==> src/rtl/regfile_arb_pkg.sv <==
// rtl/regfile_arb_pkg.sv - shared types and constants for the register-file write arbiter
package regfile_arb_pkg;

    // Which requester won the most recent grant; the other one wins the next conflict
    typedef enum logic {
        LAST0 = 1'b0,
        LAST1 = 1'b1
    } arb_state_t;

    // XZR: writes to this index are consumed but never reach the register file
    localparam int XZR = 31;

    // Default datapath sizes for the LEGv8 register file
    localparam int REGFILE_N  = 64;
    localparam int REGFILE_AW = 5;

endpackage

==> src/rtl/rr_pick2.sv <==
// rtl/rr_pick2.sv - combinational two-way round-robin pick
import regfile_arb_pkg::*;

module rr_pick2 (
    input  logic       i_valid0,
    input  logic       i_valid1,
    input  arb_state_t i_last,
    input  logic       i_stall,
    output logic       o_grant0,
    output logic       o_grant1
);

    logic w_conflict;

    assign w_conflict = i_valid0 && i_valid1;

    // A lone valid wins outright; on a conflict the requester not granted last time wins
    always_comb begin
        o_grant0 = 1'b0;
        o_grant1 = 1'b0;
        if (!i_stall) begin
            if (w_conflict) begin
                o_grant0 = (i_last == LAST1);
                o_grant1 = (i_last == LAST0);
            end else begin
                o_grant0 = i_valid0;
                o_grant1 = i_valid1;
            end
        end
    end

endmodule

==> src/rtl/regfile_write_arbiter.sv <==
// rtl/regfile_write_arbiter.sv - round-robin share of the register-file write port (optional ARB_STATS_EN conflict counter)
import regfile_arb_pkg::*;

module regfile_write_arbiter #(
    parameter int N        = REGFILE_N,
    parameter int AW       = REGFILE_AW,
    parameter int ZERO_REG = XZR
) (
    input  logic          clk,
    input  logic          reset,
    input  logic          req0_valid,
    input  logic [AW-1:0] req0_addr,
    input  logic [N-1:0]  req0_data,
    output logic          req0_ready,
    input  logic          req1_valid,
    input  logic [AW-1:0] req1_addr,
    input  logic [N-1:0]  req1_data,
    output logic          req1_ready,
`ifdef ARB_STATS_EN
    output logic [15:0]   conflict_cnt,
`endif
    input  logic          wr_stall,
    output logic          wr_en,
    output logic [AW-1:0] wr_addr,
    output logic [N-1:0]  wr_data
);

    arb_state_t    r_state;
    arb_state_t    w_state_next;
    logic          w_grant0;
    logic          w_grant1;
    logic [AW-1:0] w_sel_addr;
    logic [N-1:0]  w_sel_data;
    logic          r_wr_en;
    logic [AW-1:0] r_wr_addr;
    logic [N-1:0]  r_wr_data;

    rr_pick2 u_pick (
        .i_valid0 (req0_valid),
        .i_valid1 (req1_valid),
        .i_last   (r_state),
        .i_stall  (wr_stall),
        .o_grant0 (w_grant0),
        .o_grant1 (w_grant1)
    );

    assign req0_ready = w_grant0;
    assign req1_ready = w_grant1;

    // Round-robin state register; reset makes req0 the winner of the first conflict
    always_ff @(posedge clk or negedge reset) begin
        if (!reset) begin
            r_state <= LAST1;
        end else begin
            r_state <= w_state_next;
        end
    end

    // Next state follows the grant; no grant holds the state
    always_comb begin
        w_state_next = r_state;
        case (r_state)
            LAST0: if (w_grant0) w_state_next = LAST0;
                   else if (w_grant1) w_state_next = LAST1;
            LAST1: if (w_grant1) w_state_next = LAST1;
                   else if (w_grant0) w_state_next = LAST0;
            default: w_state_next = LAST1;
        endcase
    end

    // Mux the granted requester onto the write path
    always_comb begin
        w_sel_addr = req0_addr;
        w_sel_data = req0_data;
        if (w_grant1) begin
            w_sel_addr = req1_addr;
            w_sel_data = req1_data;
        end
    end

    // Output stage: one-cycle write pulse; addr/data hold when nothing is accepted
    always_ff @(posedge clk or negedge reset) begin
        if (!reset) begin
            r_wr_en   <= 1'b0;
            r_wr_addr <= '0;
            r_wr_data <= '0;
        end else if (w_grant0 || w_grant1) begin
            r_wr_en   <= (w_sel_addr != AW'(ZERO_REG));
            r_wr_addr <= w_sel_addr;
            r_wr_data <= w_sel_data;
        end else begin
            r_wr_en   <= 1'b0;
        end
    end

    assign wr_en   = r_wr_en;
    assign wr_addr = r_wr_addr;
    assign wr_data = r_wr_data;

`ifdef ARB_STATS_EN
    logic [15:0] r_conflict_cnt;

    // Count unstalled edges where both requesters compete, saturating at all-ones
    always_ff @(posedge clk or negedge reset) begin
        if (!reset) begin
            r_conflict_cnt <= 16'h0000;
        end else if (req0_valid && req1_valid && !wr_stall && (r_conflict_cnt != 16'hFFFF)) begin
            r_conflict_cnt <= r_conflict_cnt + 16'h0001;
        end
    end

    assign conflict_cnt = r_conflict_cnt;
`endif

endmodule

==> config.mk <==
export PLATFORM = sky130hd
export DESIGN_NAME = regfile_write_arbiter
export DESIGN_NICKNAME = d
export VERILOG_FILES = /design/src/rtl/regfile_arb_pkg.sv /design/src/rtl/rr_pick2.sv /design/src/rtl/regfile_write_arbiter.sv
export SDC_FILE = /design/constraint.sdc
export NUM_CORES = 1
export LEC_CHECK = 0
export CAP_MARGIN = 25
export CORE_ASPECT_RATIO = 0.7
export CORE_UTILIZATION = 34
export CTS_CLUSTER_DIAMETER = 30
export DETAILED_ROUTE_END_ITERATION = 7
export HOLD_SLACK_MARGIN = 0.03
export PLACE_DENSITY = 0.88
export SYNTH_ARGS = -nofsm -noshare
export SYNTH_HDL_FRONTEND = slang
export SYNTH_SLANG_ARGS = --single-unit
==> constraint.sdc <==
create_clock -name clk -period 1.25 [get_ports clk]
set_input_delay 0.25 -clock clk [delete_from_list [all_inputs] [get_ports clk]]
set_output_delay 0.25 -clock clk [all_outputs]
set_load 0.02 [all_outputs]
==> results by stage, run 1 <==
Power and ir drop:
- The largest voltage drop on the vdd net is 668 uV.
- In this run the power density over the cells is approximately 1300 nW/um^2.
- The analysis attributes to cell leakage a power of 2.60 nW.

Critical path:
- The nature of the critical path endpoint is a primary output.
- The destination of the worst register-to-register timing path is wr_data[12].
- The worst setup path is launched from a flop.
- The critical path is of the reg2out type.
- Data on the critical path arrives at its endpoint at between 1 and 1.5 ns.
- The reg-to-reg critical path startpoint is r_state.
- Measured in cells, the most critical reg-to-reg path has a length of 5.
- The setup check on the worst reg-to-reg path leaves a slack of -0.26 ns.
- The required arrival time at the worst endpoint is 1.00 ns.
- The largest fanout on the critical path is 3.

Route:
- The first TritonRoute pass finished after 5 iterations.
- For this block, the initial DRC count from the detailed router was 254.
- Summed over all layers, the routed wires come to approximately 15 mm.
- The vias per cell is 5.65.
- In the final routed layout, each cell accounts on average for 19.7 um.
- The total number of vias is 4277.
- The count of nets left with antenna violations once routing finished came out at 0.
- For this run, design rule violations remaining after detail routing come to 0.

Status:
- The flow ran to the end, but the final reports show violations.
- The checks that failed: negative setup slack.

Yosys:
- In this run the mean area of a mapped cell was 8.64 sq um.
- Yosys mapped a number of flops with a built-in enable equal to 0.
- The cell area that synthesis handed to floorplanning was between 3000 and 4000 sq um.
- The count of mapped cells out of synthesis is 409.
- The number of different library cells in the post-synthesis netlist is 22.
- In the synthesized netlist the dominant register cell turns out to be sky130_fd_sc_hd__dfrtp_1.
- The flip-flop and latch count after synthesis is 71.
- During synthesis, Yosys emitted a total of 0 warnings.
- The sequential element share of the synthesized area is 50.3%.
- The number of nets handed over by synthesis was 552.
- The proportion of register bits with asynchronous set or reset after synthesis is 100%.

Clock network:
- The total clock buffers created by CTS is 9.
- The clock tree from TritonCTS is yes.
- The number of buffers between clock root and the deepest sink is 2.
- The later-pin clock latency in the skew report is between 0.3 and 0.4 ns.
- The number of H-tree levels is 3.
- Clock-pin slew was measured on the worst setup and hold paths at about 0.060 ns.
- The tree is rooted in a sky130_fd_sc_hd__clkbuf_16.
- The TritonCTS sink count is 71.

Floorplan:
- The starting density of the core is 35.7%.
- The floorplan step defined a die boundary enclosing 10800 sq um.
- The row count is 30.
- The area inside the core boundary is 9910 sq um.
- 215 I/O pins were placed.
- The height of the die is 87.3 um.
- The floorplan step set the die width to roughly 120 um.

Cells and area:
- 0 antenna diodes ended up in the layout.
- The layout has 822 filler cells.
- The most frequent standard cell in the layout excluding fill and tap cells is sky130_fd_sc_hd__clkdlybuf4s50_1.
- The utilization of the core after routing is 65.5%.
- The net count of the finished layout is 767.
- The fraction of layout cells with a size suffix above 1 is 23.1%.
- Leaving out fill and tap cells, the most frequent cells in the layout are sky130_fd_sc_hd__clkdlybuf4s50_1 (139), sky130_fd_sc_hd__nand3_1 (70), sky130_fd_sc_hd__dfrtp_1 (70).
- The post-synthesis to final-layout area growth is 83.6%.

Global routing:
- The first-pass GRT wire length is 22.6 mm.
- Global routing consumed, over all layers together, ~28% of the routing resources.
- The via count of the first global-routing pass is 4320.
- The initial antenna violation count is 0.
- Entering global routing, the biggest net connects between 70 and 80 pins.
- Summed over all layers, the global routing overflow is 0.

STA:
- The hold slack is about 0.36 ns.
- The shortest clock period the worst path allows after layout is 1.57 ns.
- Summed over all failing endpoints, the final setup total negative slack is -10.67 ns.
- On the final layout, the worst clock skew is 0.00476 ns.
- The final number of hold-violating endpoints is 0.
- The final setup violation count is 71.
- Derived from the worst setup path, the maximum achievable clock frequency is 639 MHz.
- The share of the cycle needed by the critical path after routing is 125%.
- The slew at the pin closest to its max-slew limit is around 0.29 ns.
- Setup repair after global routing could not meet its margin everywhere.
- Headroom to the max-slew limit came out at 80.7%.
- The final number of max-transition violations was 0.
- The post-route worst setup slack is -0.315 ns.

Placement:
- The post-placement setup slack is -0.749 ns.
- The final weighted congestion in routability-driven placement is about 0.81.
- The half-perimeter wire length after detailed placement is 8.41 mm.
- The number of input and output port buffers inserted is 214.

Run:
- The reported max-cap violation count is 0.

Hold path:
- The type of the most critical hold path is in2async.
-- cells by family after synthesis --
| group | Yosys count | share of synthesized area (%) |
|---|---|---|
| and+or+nand+nor | 148 | 19.5 |
| DFF | 71 | 50.3 |
| AOI/OAI and AO/OA | 142 | 22.8 |
| buffers and inverters | 48 | 7.37 |
-- layout make-up --
class	instances	area (sq um)	share of cell area, %
repair buffers	251	2670	41.1
inverters	1	3.75	0.0579
multi-input cells	290	1560	24.0
clock buffers	12	267	4.11
well taps	128	160	2.47
flip-flops and latches	71	1780	27.4
clock inverters	4	52.6	0.810
-- worst max path at each step --
stage,cells past startpoint,slack (ns),end,start
2_1_floorplan,5,-0.08,req0_ready,r_state
3_3_place_gp,4,-0.67,req1_ready,wr_stall
3_5_place_dp,5,-0.75,wr_data[54],wr_stall
4_1_cts,4,-0.29,req0_ready,r_state
5_1_grt,4,-0.34,req0_ready,r_state
6_report,4,-0.32,req0_ready,r_state
-- layer usage --
metal,share of wire [%],vias up,track usage (%)
met5,0,-,0
met4,2.6,0,11.9
met3,10,33,8.64
met2,47,264,47.6
met1,40,2059,33.9
li1,-,1921,-
-- power breakdown --
part / total (W) / leakage [nW] / internal, W / switching, W
Clock: 0.00268 / 0.147 / 0.00171 / 0.000971
Combinational: 0.00281 / 1.66 / 0.00138 / 0.00143
Sequential: 0.00281 / 0.795 / 0.00263 / 0.000186
Total: 0.00830 / 2.60 / 0.00572 / 0.00258
-- cells in the mapped netlist (2+ instances only) --
cell type,n,area share [%]
sky130_fd_sc_hd__buf_4,2,0.42
sky130_fd_sc_hd__nor2b_1,2,0.35
sky130_fd_sc_hd__nor2_2,10,1.8
sky130_fd_sc_hd__clkbuf_1,7,0.74
sky130_fd_sc_hd__nand3_1,70,9.9
sky130_fd_sc_hd__dfrtp_1,70,50
sky130_fd_sc_hd__a31oi_1,69,12
sky130_fd_sc_hd__buf_6,4,1.3
sky130_fd_sc_hd__nor2_1,60,6.4
sky130_fd_sc_hd__clkbuf_2,7,0.99
sky130_fd_sc_hd__o21ai_0,71,10
sky130_fd_sc_hd__buf_2,27,3.8
-- flip-flops by register name, indices dropped and copies added, names as in the netlist --
| register | flops |
|---|---|
| wr_data | 64 |
| r_state | 1 |
| wr_addr | 5 |
| wr_en | 1 |
-- through the flow --
step                      power [W]  instance area [sq um]  std cells
after floorplan             0.00397                   3560        409
after global routing        0.00867                   6490        757
after CTS                   0.00852                   6780        758
after detailed placement    0.00538                   5830        721
after global placement      0.00532                   5830        721
final                       0.00830                   6490        757
-- timing repair --
action	4_1_cts	5_1_grt
endpoints found under the setup margin	143	116
hold endpoints to repair	14	0
cloned	14	0
hold buffers	1	0
gates resized for setup	272	46
pin swaps	12	4
setup buffers	6	0
-- worst max-delay path, stage by stage, from the launching register on --
cell	delay [ns]
sky130_fd_sc_hd__dfstp_2	0.53
sky130_fd_sc_hd__and2_4	0.17
sky130_fd_sc_hd__nor2_4	0.05
sky130_fd_sc_hd__nor2b_4	0.11
sky130_fd_sc_hd__buf_6	0.12
No activity file was read; power rests on OpenSTA's default activity.
==> run 2: changes to the inputs <==
ABC_AREA = 0   (was unset)
==> results of run 2 <==
The final DEF is identical to that of run 1; final timing and power are the same.
